<file path="config.mk">
export PLATFORM = sky130hd
export DESIGN_NAME = pipe_hazard_ctrl_flat
export DESIGN_NICKNAME = d
export VERILOG_FILES = /design/src/rtl/pipe_hazard_ctrl_pkg.sv /design/src/rtl/pipe_hazard_ctrl_if.sv /design/src/rtl/pipe_hazard_ctrl_hazard_cmp.sv /design/src/rtl/pipe_hazard_ctrl.sv /design/src/flat_wrapper.sv
export SDC_FILE = /design/constraint.sdc
export NUM_CORES = 1
export LEC_CHECK = 0
export CAP_MARGIN = 20
export CELL_PAD_IN_SITES_DETAIL_PLACEMENT = 2
export CELL_PAD_IN_SITES_GLOBAL_PLACEMENT = 2
export CORE_AREA = 2 2 44 87
export CTS_CLUSTER_SIZE = 30
export DETAILED_ROUTE_END_ITERATION = 7
export DIE_AREA = 0 0 46 89
export PLACE_DENSITY = 0.81
export SLEW_MARGIN = 20
export SYNTH_ARGS = -nofsm -noshare
export SYNTH_HDL_FRONTEND = slang
export SYNTH_SLANG_ARGS = --single-unit
</file>
<file path="constraint.sdc">
create_clock -name clk -period 3.39 [get_ports clk]
set_input_delay 0.678 -clock clk [delete_from_list [all_inputs] [get_ports clk]]
set_output_delay 0.678 -clock clk [all_outputs]
set_load 0.1 [all_outputs]
</file>
<file path="src/rtl/pipe_hazard_ctrl_pkg.sv">
// Shared types and constants for the pipeline stall/flush sequencer.
package pipe_pkg;

  // Sequencer states: normal flow, or frozen while the MDU grinds.
  typedef enum logic [0:0] {
    RUN      = 1'b0,
    MDU_WAIT = 1'b1
  } state_e;

  localparam int REG_AW_DEF  = 5;
  localparam int MDU_LAT_DEF = 32;

  // Register $0 is hardwired to zero and never carries a dependency.
  localparam logic [4:0] ZERO_REG = 5'd0;

  // Bundle of all control outputs, ordered MSB first as listed.
  typedef struct packed {
    logic enF;
    logic enD;
    logic enE;
    logic enM;
    logic flushD;
    logic flushE;
    logic flushM;
    logic mdu_busy;
  } ctrl_t;

  localparam ctrl_t CTRL_DEF   = '{enF:1'b1, enD:1'b1, enE:1'b1, enM:1'b1,
                                   flushD:1'b0, flushE:1'b0, flushM:1'b0, mdu_busy:1'b0};
  localparam ctrl_t CTRL_FLUSH = '{enF:1'b1, enD:1'b1, enE:1'b1, enM:1'b1,
                                   flushD:1'b1, flushE:1'b1, flushM:1'b1, mdu_busy:1'b0};

endpackage

</file>
<file path="src/rtl/pipe_hazard_ctrl_if.sv">
// Hazard-info / pipeline-control bundle between datapath and sequencer.
interface pipe_hazard_ctrl_if #(
  parameter int REG_AW = 5
);
  logic [REG_AW-1:0] rsD;
  logic [REG_AW-1:0] rtD;
  logic [REG_AW-1:0] rtE;
  logic              memreadE;
  logic              regwriteE;
  logic [REG_AW-1:0] writeregE;
  logic              branchD;
  logic              branch_takenD;
  logic              mdu_startE;
  logic              exc;
  logic              enF;
  logic              enD;
  logic              enE;
  logic              enM;
  logic              flushD;
  logic              flushE;
  logic              flushM;
  logic              mdu_busy;

  // Datapath side: reports stage contents, consumes enables/flushes.
  modport master (
    output rsD, rtD, rtE, memreadE, regwriteE, writeregE,
           branchD, branch_takenD, mdu_startE, exc,
    input  enF, enD, enE, enM, flushD, flushE, flushM, mdu_busy
  );

  // Sequencer side.
  modport slave (
    input  rsD, rtD, rtE, memreadE, regwriteE, writeregE,
           branchD, branch_takenD, mdu_startE, exc,
    output enF, enD, enE, enM, flushD, flushE, flushM, mdu_busy
  );
endinterface

</file>
<file path="src/rtl/pipe_hazard_ctrl_hazard_cmp.sv">
// Register-specifier comparators for load-use and branch-operand hazards.
module hazard_cmp
  import pipe_pkg::*;
#(
  parameter int REG_AW = REG_AW_DEF
) (
  input  logic [REG_AW-1:0] rsD,
  input  logic [REG_AW-1:0] rtD,
  input  logic [REG_AW-1:0] rtE,
  input  logic              memreadE,
  input  logic              regwriteE,
  input  logic [REG_AW-1:0] writeregE,
  input  logic              branchD,
  output logic              lu_haz,
  output logic              br_haz
);

  localparam logic [REG_AW-1:0] ZR = REG_AW'(ZERO_REG);

  // Load in E whose target feeds D: data not ready until after M.
  assign lu_haz = memreadE && (rtE != ZR) && ((rtE == rsD) || (rtE == rtD));

  // Branch compares in D, so any in-flight write from E is too late to forward.
  assign br_haz = branchD && regwriteE && (writeregE != ZR) &&
                  ((writeregE == rsD) || (writeregE == rtD));

endmodule

</file>
<file path="src/rtl/pipe_hazard_ctrl.sv">
// Central stall/flush sequencer for the 5-stage F/D/E/M/W pipeline.
module pipe_hazard_ctrl
  import pipe_pkg::*;
#(
  parameter int MDU_LAT = MDU_LAT_DEF,
  parameter int REG_AW  = REG_AW_DEF,
  parameter int CNT_W   = 8
) (
  input  logic              clk,
  input  logic              rst_n,
  pipe_hazard_ctrl_if.slave bus
);

  localparam logic [0:0] ST_RUN  = RUN;
  localparam logic [0:0] ST_WAIT = MDU_WAIT;
  localparam logic [CNT_W-1:0] CNT_LOAD = CNT_W'(MDU_LAT - 1);

  logic [0:0]       state, state_nx;
  logic [CNT_W-1:0] cnt, cnt_nx;
  logic             lu_haz, br_haz;
  ctrl_t            ctrl;

  hazard_cmp #(.REG_AW(REG_AW)) u_cmp (
    .rsD       (bus.rsD),
    .rtD       (bus.rtD),
    .rtE       (bus.rtE),
    .memreadE  (bus.memreadE),
    .regwriteE (bus.regwriteE),
    .writeregE (bus.writeregE),
    .branchD   (bus.branchD),
    .lu_haz    (lu_haz),
    .br_haz    (br_haz)
  );

  // Next state/counter: exception aborts everything, else MDU entry/countdown.
  always_comb begin
    state_nx = state;
    cnt_nx   = cnt;
    if (bus.exc) begin
      state_nx = ST_RUN;
      cnt_nx   = '0;
    end else if (state == ST_WAIT) begin
      if (cnt == '0) state_nx = ST_RUN;
      else           cnt_nx   = cnt - 1'b1;
    end else if (bus.mdu_startE) begin
      state_nx = ST_WAIT;
      cnt_nx   = CNT_LOAD;
    end
  end

  // State and counter registers, synchronous reset.
  always_ff @(posedge clk) begin
    if (!rst_n) begin
      state <= ST_RUN;
      cnt   <= '0;
    end else begin
      state <= state_nx;
      cnt   <= cnt_nx;
    end
  end

  // Output priority mux: reset > exc > MDU wait > stall > taken branch > default.
  always_comb begin
    ctrl = CTRL_DEF;
    if (!rst_n) begin
      ctrl = CTRL_FLUSH;
    end else if (bus.exc) begin
      ctrl = CTRL_FLUSH;
    end else if (state == ST_WAIT) begin
      ctrl.enF      = 1'b0;
      ctrl.enD      = 1'b0;
      ctrl.enE      = 1'b0;
      ctrl.flushM   = 1'b1;
      ctrl.mdu_busy = 1'b1;
    end else if (lu_haz || br_haz) begin
      // Hold F and D, inject one bubble into E per stalled cycle.
      ctrl.enF    = 1'b0;
      ctrl.enD    = 1'b0;
      ctrl.flushE = 1'b1;
    end else if (bus.branch_takenD) begin
      ctrl.flushD = 1'b1;
    end
  end

  assign bus.enF      = ctrl.enF;
  assign bus.enD      = ctrl.enD;
  assign bus.enE      = ctrl.enE;
  assign bus.enM      = ctrl.enM;
  assign bus.flushD   = ctrl.flushD;
  assign bus.flushE   = ctrl.flushE;
  assign bus.flushM   = ctrl.flushM;
  assign bus.mdu_busy = ctrl.mdu_busy;

endmodule
</file>
<file path="src/flat_wrapper.sv">
// flat-port wrapper written by rule: the top's interface ports become plain ports
module pipe_hazard_ctrl_flat import pipe_pkg::*;
#(
  parameter int MDU_LAT = MDU_LAT_DEF,
  parameter int REG_AW  = REG_AW_DEF,
  parameter int CNT_W   = 8
)
  (clk, rst_n, bus_rsD, bus_rtD, bus_rtE, bus_memreadE, bus_regwriteE, bus_writeregE, bus_branchD, bus_branch_takenD, bus_mdu_startE, bus_exc, bus_enF, bus_enD, bus_enE, bus_enM, bus_flushD, bus_flushE, bus_flushM, bus_mdu_busy);
  pipe_hazard_ctrl_if #(.REG_AW(REG_AW)) bus_i ();
  input  logic clk;
  input  logic rst_n;
  input wire logic [$bits(bus_i.rsD)-1:0] bus_rsD;
  input wire logic [$bits(bus_i.rtD)-1:0] bus_rtD;
  input wire logic [$bits(bus_i.rtE)-1:0] bus_rtE;
  input wire logic [$bits(bus_i.memreadE)-1:0] bus_memreadE;
  input wire logic [$bits(bus_i.regwriteE)-1:0] bus_regwriteE;
  input wire logic [$bits(bus_i.writeregE)-1:0] bus_writeregE;
  input wire logic [$bits(bus_i.branchD)-1:0] bus_branchD;
  input wire logic [$bits(bus_i.branch_takenD)-1:0] bus_branch_takenD;
  input wire logic [$bits(bus_i.mdu_startE)-1:0] bus_mdu_startE;
  input wire logic [$bits(bus_i.exc)-1:0] bus_exc;
  output wire logic [$bits(bus_i.enF)-1:0] bus_enF;
  output wire logic [$bits(bus_i.enD)-1:0] bus_enD;
  output wire logic [$bits(bus_i.enE)-1:0] bus_enE;
  output wire logic [$bits(bus_i.enM)-1:0] bus_enM;
  output wire logic [$bits(bus_i.flushD)-1:0] bus_flushD;
  output wire logic [$bits(bus_i.flushE)-1:0] bus_flushE;
  output wire logic [$bits(bus_i.flushM)-1:0] bus_flushM;
  output wire logic [$bits(bus_i.mdu_busy)-1:0] bus_mdu_busy;
  assign bus_i.rsD = bus_rsD;
  assign bus_i.rtD = bus_rtD;
  assign bus_i.rtE = bus_rtE;
  assign bus_i.memreadE = bus_memreadE;
  assign bus_i.regwriteE = bus_regwriteE;
  assign bus_i.writeregE = bus_writeregE;
  assign bus_i.branchD = bus_branchD;
  assign bus_i.branch_takenD = bus_branch_takenD;
  assign bus_i.mdu_startE = bus_mdu_startE;
  assign bus_i.exc = bus_exc;
  assign bus_enF = bus_i.enF;
  assign bus_enD = bus_i.enD;
  assign bus_enE = bus_i.enE;
  assign bus_enM = bus_i.enM;
  assign bus_flushD = bus_i.flushD;
  assign bus_flushE = bus_i.flushE;
  assign bus_flushM = bus_i.flushM;
  assign bus_mdu_busy = bus_i.mdu_busy;
  pipe_hazard_ctrl #(.MDU_LAT(MDU_LAT), .REG_AW(REG_AW), .CNT_W(CNT_W)) u_core (.clk(clk), .rst_n(rst_n), .bus(bus_i));
endmodule
</file>
-- Word level (Yosys, flattened, before mapping)
Cells that the tools add are included.
- flip-flop bits (word level): 9
- bits in latches: 0
- bits in writable memories: 0
- memory bits (read-only): 0
- input bits: 28
- output and inout bits: 8
- word-level logic and storage cells: 40
- memories kept: 0
- add/sub/neg operators: 1
- multiply operators: 0
- divide/modulo/power cells: 0
- order comparisons: 0
- equal/unequal tests: 5
- shift-type cells: 0
- multiplexer cells: 17
- bitwise operators: 1
- reductions and logical operators: 14
- operator list (operator ; count):
    8-bit two-way mux ; 4
    5-bit equality test ; 4
    5-bit nonzero test ; 2
    8-bit zero test ; 1
    2-bit two-way mux ; 4
    8-bit by 1-bit subtractor with 8-bit output (second input constant) ; 1
    1-bit two-way mux ; 7
    1-bit logical AND ; 5
    4-bit two-way mux ; 1
    1-bit logical OR ; 3
    3-bit two-way mux ; 1
    2-bit != test (second input constant) ; 1
    2-bit AND reduction ; 1
    2-bit nonzero test ; 1
    2-bit OR reduction ; 1
    1-bit inverter ; 1

-- Depth between registers and ports, before layout
Gate-level depths: netlist of the first run.
- depth in word-level cells: 8
- depth in mapped cells: 8
- depth with buffers taken out: 7

-- By module
A second synthesis of the first run with hierarchy kept.
- cell total of the unflattened synthesis: 102
- area total of the unflattened synthesis: 818.3 um2
- modules (own cells, without submodules) (module ; instances ; cells an instance ; area each (um2) ; seq. area each (um2)):
    pipe_hazard_ctrl ; 1 ; 68 ; 560.5 ; 180.2
    hazard_cmp ; 1 ; 34 ; 257.7 ; 0.0

-- Worst setup path before layout of the first run
No wires, ideal clock.
- path type: input to output
- start point: in bus_writeregE[0]
- end point: out bus_enF
- arrival: 3.430 ns
- required time: 2.712 ns
- setup slack: -0.718 ns
- cell stages on the path: 5
- path buffers: 1
- cells stage by stage: or3_1 -> o311a_1 -> a32o_1 -> o21ai_1 -> buf_4
- longest elaborated chain between the ends: 8
- elaborated cells between the ends (all ways): 11
- those cells by class: eq/ne (2); mux (4); reduce/logical (5)
- RTL lines (item ; RTL line ; RTL):
    start, declared ; flat_wrapper.sv:17 ; input wire logic [$bits(bus_i.writeregE)-1:0] bus_writeregE;
    5-bit equality test or 5-bit nonzero test (tied branches) ; pipe_hazard_ctrl_hazard_cmp.sv:25, pipe_hazard_ctrl_hazard_cmp.sv:24 ;
    1-bit logical OR or 1-bit logical AND (tied branches) ; pipe_hazard_ctrl_hazard_cmp.sv:25, pipe_hazard_ctrl_hazard_cmp.sv:24 ;
    1-bit logical AND * ; pipe_hazard_ctrl_hazard_cmp.sv:24 ; assign br_haz = branchD && regwriteE && (writeregE != ZR) &&
    1-bit logical OR * ; pipe_hazard_ctrl.sv:75 ; end else if (lu_haz || br_haz) begin
    2-bit two-way mux * ; pipe_hazard_ctrl.sv:75 ;
    2-bit two-way mux * ; pipe_hazard_ctrl.sv:69 ; end else if (state == ST_WAIT) begin
    3-bit two-way mux * ; pipe_hazard_ctrl.sv:67 ; end else if (bus.exc) begin
    8-bit two-way mux * ; pipe_hazard_ctrl.sv:65 ; if (!rst_n) begin
    end, declared ; flat_wrapper.sv:22 ; output wire logic [$bits(bus_i.enF)-1:0] bus_enF;
Mark *: on every way between the ends. The rest lies on a longest branch, timed or not.

-- Worst setup path in the final report of the first run
Ends and elaborated chain as after synthesis.

==> impl.org, run 1 <==
** Outcome
- Result of the run :: completed

** Layout
- Leaving out fill and tap cells, the most frequent cells in the layout are sky130_fd_sc_hd__clkdlybuf4s50_1, sky130_fd_sc_hd__xnor2_1, sky130_fd_sc_hd__nand2_1, sky130_fd_sc_hd__nor2_1, sky130_fd_sc_hd__dfxtp_1.
- Cells with a size suffix above 1 make up 9.16% of the layout.
- The library cell used most frequently in the layout, excluding fill and tap cells, is sky130_fd_sc_hd__clkdlybuf4s50_1.
- Share of the core filled with cells in the final layout :: 35.2%
- Compared with the post-synthesis result, the final layout area differs by 61.7%.
- The final layout contains 161 nets.
- N_diodes :: 0

** STA
- The worst path in the final design needs a cycle of 3250 ps, including I/O delays and setup.
- The final critical path takes up 95.8% of the cycle.
- Number of pins exceeding their max-slew limit in the final report :: 0
- On the final layout, the worst hold slack is 524 ps.
- Highest achievable clock rate :: 308 MHz
- Hold Fails Final Rpt :: 0
- Setup repair after global routing missed its margin :: false
- Between clock sinks in the finished design, the worst skew comes to 3.96 ps.
- Relative slew slack :: 40.0%
- Setup violations remaining at the end of the flow were counted as 0.
- Actual transition at the worst max-transition pin :: 896 ps

** Yosys
- Flip-flop and latch count after synthesis :: 9
- Unique masters post-synth :: 30
- Total standard cell area after synthesis :: 736 µm²
- Share of the yosys chip area belonging to registers :: 24.5%
- The average instance in the mapped netlist occupies 7.58 µm².
- Post-synthesis instance total :: 97
- Net count after synthesis :: 126
- During synthesis, Yosys emitted a total of 0 warnings.

** Critical path
- Traced cell by cell, the critical path runs through clkdlybuf4s50_1, or3_1, o311a_1, a32o_1, o21ai_2, buf_12.
- CP Class :: primary input to primary output
- Gate family responsible for the most delay along the worst path :: compound AO/OA/AOI/OAI gates
- In this run the worst path has a maximum fanout of 3.
- WP data arrival :: 2570 ps
- Among all stages on the critical path, the largest delay is contributed by sky130_fd_sc_hd__clkdlybuf4s50_1.
- STA puts the critical path data required time at 2710 ps.
- Slowest Stage Delay on Critical Path :: 470 ps
- The number of buffers and inverters on the critical path is 2.
- Endpoint type of the worst setup path :: primary output
- STA classifies the critical path startpoint as a primary input.

** CTS
- CTS built an H-tree with a depth of 1.
- The tree is rooted in a sky130_fd_sc_hd__clkbuf_8.
- In this run the deepest clock path goes through 2 buffers.
- Sinks on the clock net :: 9
- Post-CTS setup-driven buffer insertion count :: 0
- After clock tree synthesis, the flow added hold-fix buffers numbering 0.
- Worst-path clk slew :: 50 ps
- Clk Latency, worst-skew pair :: 230 ps
- The number of gates resized after CTS was 0.
- Cts bufs inserted :: 3
- TritonCTS clock tree :: done

** Power and ir drop
- Overall power consumption after layout is estimated at 400 µW.
- For this design the ratio of total power to cell area is 336 nW/µm².
- VDD sags by at most 0.164 mV.
- Summed over all cells, the static leakage comes to 0.433 nW.

** Detailed routing
- Count of unresolved DRC violations after routing :: 0
- After detailed routing, the total wire length is 2880 µm.
- The routed layout has 822 vias.
- Detailed router's first-iteration violation count :: 9
- The count of nets left with antenna violations once routing finished came out at 0.
- After detailed routing, the average wire length per cell comes to 17.7 µm.
- Iteration count of the initial detailed-routing pass :: 3
- Vias per inst :: 5.04

** GRT
- Initial antenna violation count :: 0
- Global routing finished with a remaining overflow of 0.
- Entering global routing, the biggest net connects 14 pins.
- Total Routing Usage GR :: 14.7%
- The first global-routing pass estimated 4290 µm of wire.
- Vias in the first global route :: 937

** Placed design
- Number of input and output port buffers inserted :: 34
- At the end of routability-driven placement, the weighted congestion stood at 0.828.
- Detailed placement finished with a half-perimeter wire length of 2400 µm.

** Floorplanning
- Core area :: 3380 µm²
- The die is 46 µm wide.
- The die is 89 µm tall.
- I/O Pins :: 36
- The die covers 4090 µm².
- In this run the core area contains 30 standard-cell rows.
- Starting Density :: 21.8%

** Run
- The tool flagged a number of max-cap violations equal to 0.

** Min path
- Path category of the worst min-delay check :: flip-flop to flip-flop
==> routing by layer <==
metal	vias to the layer above	GRT usage, %	routed length, µm	part of all wire (%)
met5	-	0	0	0
met4	0	3.38	21	0.73
met3	2	3.43	224	7.8
met2	38	31.4	1700	59
met1	386	12.0	928	32
li1	396	-	-	-
==> cell type report <==
type | count | area, µm²
fillers | 398 | 2190
multi-input cells | 80 | 524
repair buffers | 34 | 385
flip-flops and latches | 9 | 180
clock buffers | 4 | 45.0
well taps | 32 | 40.0
inverters | 4 | 15.0
==> stage by stage <==
step	area [µm²]	TNS, ps	worst slack [ps]	instances
after floorplan	743	-137	-137	97
after global placement	1140	0	165	159
after detailed placement	1140	0	125	159
after CTS	1190	0	127	163
after global routing	1190	0	51.7	163
final	1190	0	141	163
==> kinds of logic (layout without fill, tap and decap cells) <==
logic type | Yosys count | after routing | share of synthesized area, %
buffers and inverters | 8 | 42 | 5.27
AND/OR/NAND/NOR | 38 | 38 | 25.0
XOR/XNOR | 23 | 23 | 27.4
adder cells (fa/ha/maj) | 1 | 1 | 1.70
flip-flops | 9 | 9 | 24.5
AO/OA/AOI/OAI | 17 | 17 | 15.6
other | 1 | 1 | 0.510
==> where the power goes <==
group | switching, mW | internal, mW
clock | 0.0427 | 0.0820
sequential | 0.00740 | 0.112
combinational | 0.0837 | 0.0724
==> cells in the mapped netlist <==
| library cell | count | area (µm²) |
|---|---|---|
| sky130_fd_sc_hd__a31oi_1 | 1 | 6.26 |
| sky130_fd_sc_hd__nor3_1 | 1 | 5.00 |
| sky130_fd_sc_hd__a311oi_1 | 3 | 26.3 |
| sky130_fd_sc_hd__nand2b_1 | 3 | 18.8 |
| sky130_fd_sc_hd__nor3b_1 | 1 | 7.51 |
| sky130_fd_sc_hd__buf_2 | 1 | 5.00 |
| sky130_fd_sc_hd__clkbuf_1 | 1 | 3.75 |
| sky130_fd_sc_hd__nor2b_1 | 1 | 6.26 |
| sky130_fd_sc_hd__dfxtp_1 | 9 | 180 |
| sky130_fd_sc_hd__nor2_1 | 10 | 37.5 |
| sky130_fd_sc_hd__ha_1 | 1 | 12.5 |
| sky130_fd_sc_hd__xnor2_1 | 20 | 175 |
| sky130_fd_sc_hd__buf_4 | 2 | 15.0 |
| sky130_fd_sc_hd__a21o_1 | 2 | 15.0 |
| sky130_fd_sc_hd__or3_1 | 2 | 12.5 |
| sky130_fd_sc_hd__nand3b_1 | 1 | 7.51 |
| sky130_fd_sc_hd__a21oi_1 | 3 | 15.0 |
| sky130_fd_sc_hd__nand4b_1 | 1 | 8.76 |
| sky130_fd_sc_hd__and2_1 | 1 | 6.26 |
| sky130_fd_sc_hd__nand2_1 | 10 | 37.5 |
| sky130_fd_sc_hd__nor4_1 | 1 | 6.26 |
| sky130_fd_sc_hd__o311a_1 | 1 | 10.0 |
| sky130_fd_sc_hd__conb_1 | 1 | 3.75 |
| sky130_fd_sc_hd__nand3_1 | 6 | 30.0 |
| sky130_fd_sc_hd__a32o_1 | 1 | 10.0 |
| sky130_fd_sc_hd__o21ai_1 | 2 | 10.0 |
| sky130_fd_sc_hd__o21ai_0 | 2 | 10.0 |
| sky130_fd_sc_hd__o22ai_1 | 2 | 12.5 |
| sky130_fd_sc_hd__xor2_1 | 3 | 26.3 |
| sky130_fd_sc_hd__inv_1 | 4 | 15.0 |
==> sequential cells by signal, summed over array words and instances, names as in the netlist <==
register,flops
u_core.cnt,8
u_core.state,1
==> path summary, 6_finish.rpt <==
kind | startpoint | endpoint | slack, ps | cells after the start
setup reg to reg | u_core.cnt[0]$_SDFFE_PP0P_ | u_core.cnt[7]$_SDFFE_PP0P_ | 1220 | 7
hold reg to reg | u_core.cnt[2]$_SDFFE_PP0P_ | u_core.cnt[2]$_SDFFE_PP0P_ | 520 | 1
hold / removal | u_core.cnt[2]$_SDFFE_PP0P_ | u_core.cnt[2]$_SDFFE_PP0P_ | 520 | 1
setup / recovery | bus_writeregE[0] | bus_enF | 140 | 6
Power figures use the tool's default switching activity.
==> inputs of run 2 (changes only) <==
CTS_CLUSTER_DIAMETER = 40   (was unset)
==> results of run 2 <==
The final DEF is identical to that of run 1; final timing and power are the same.
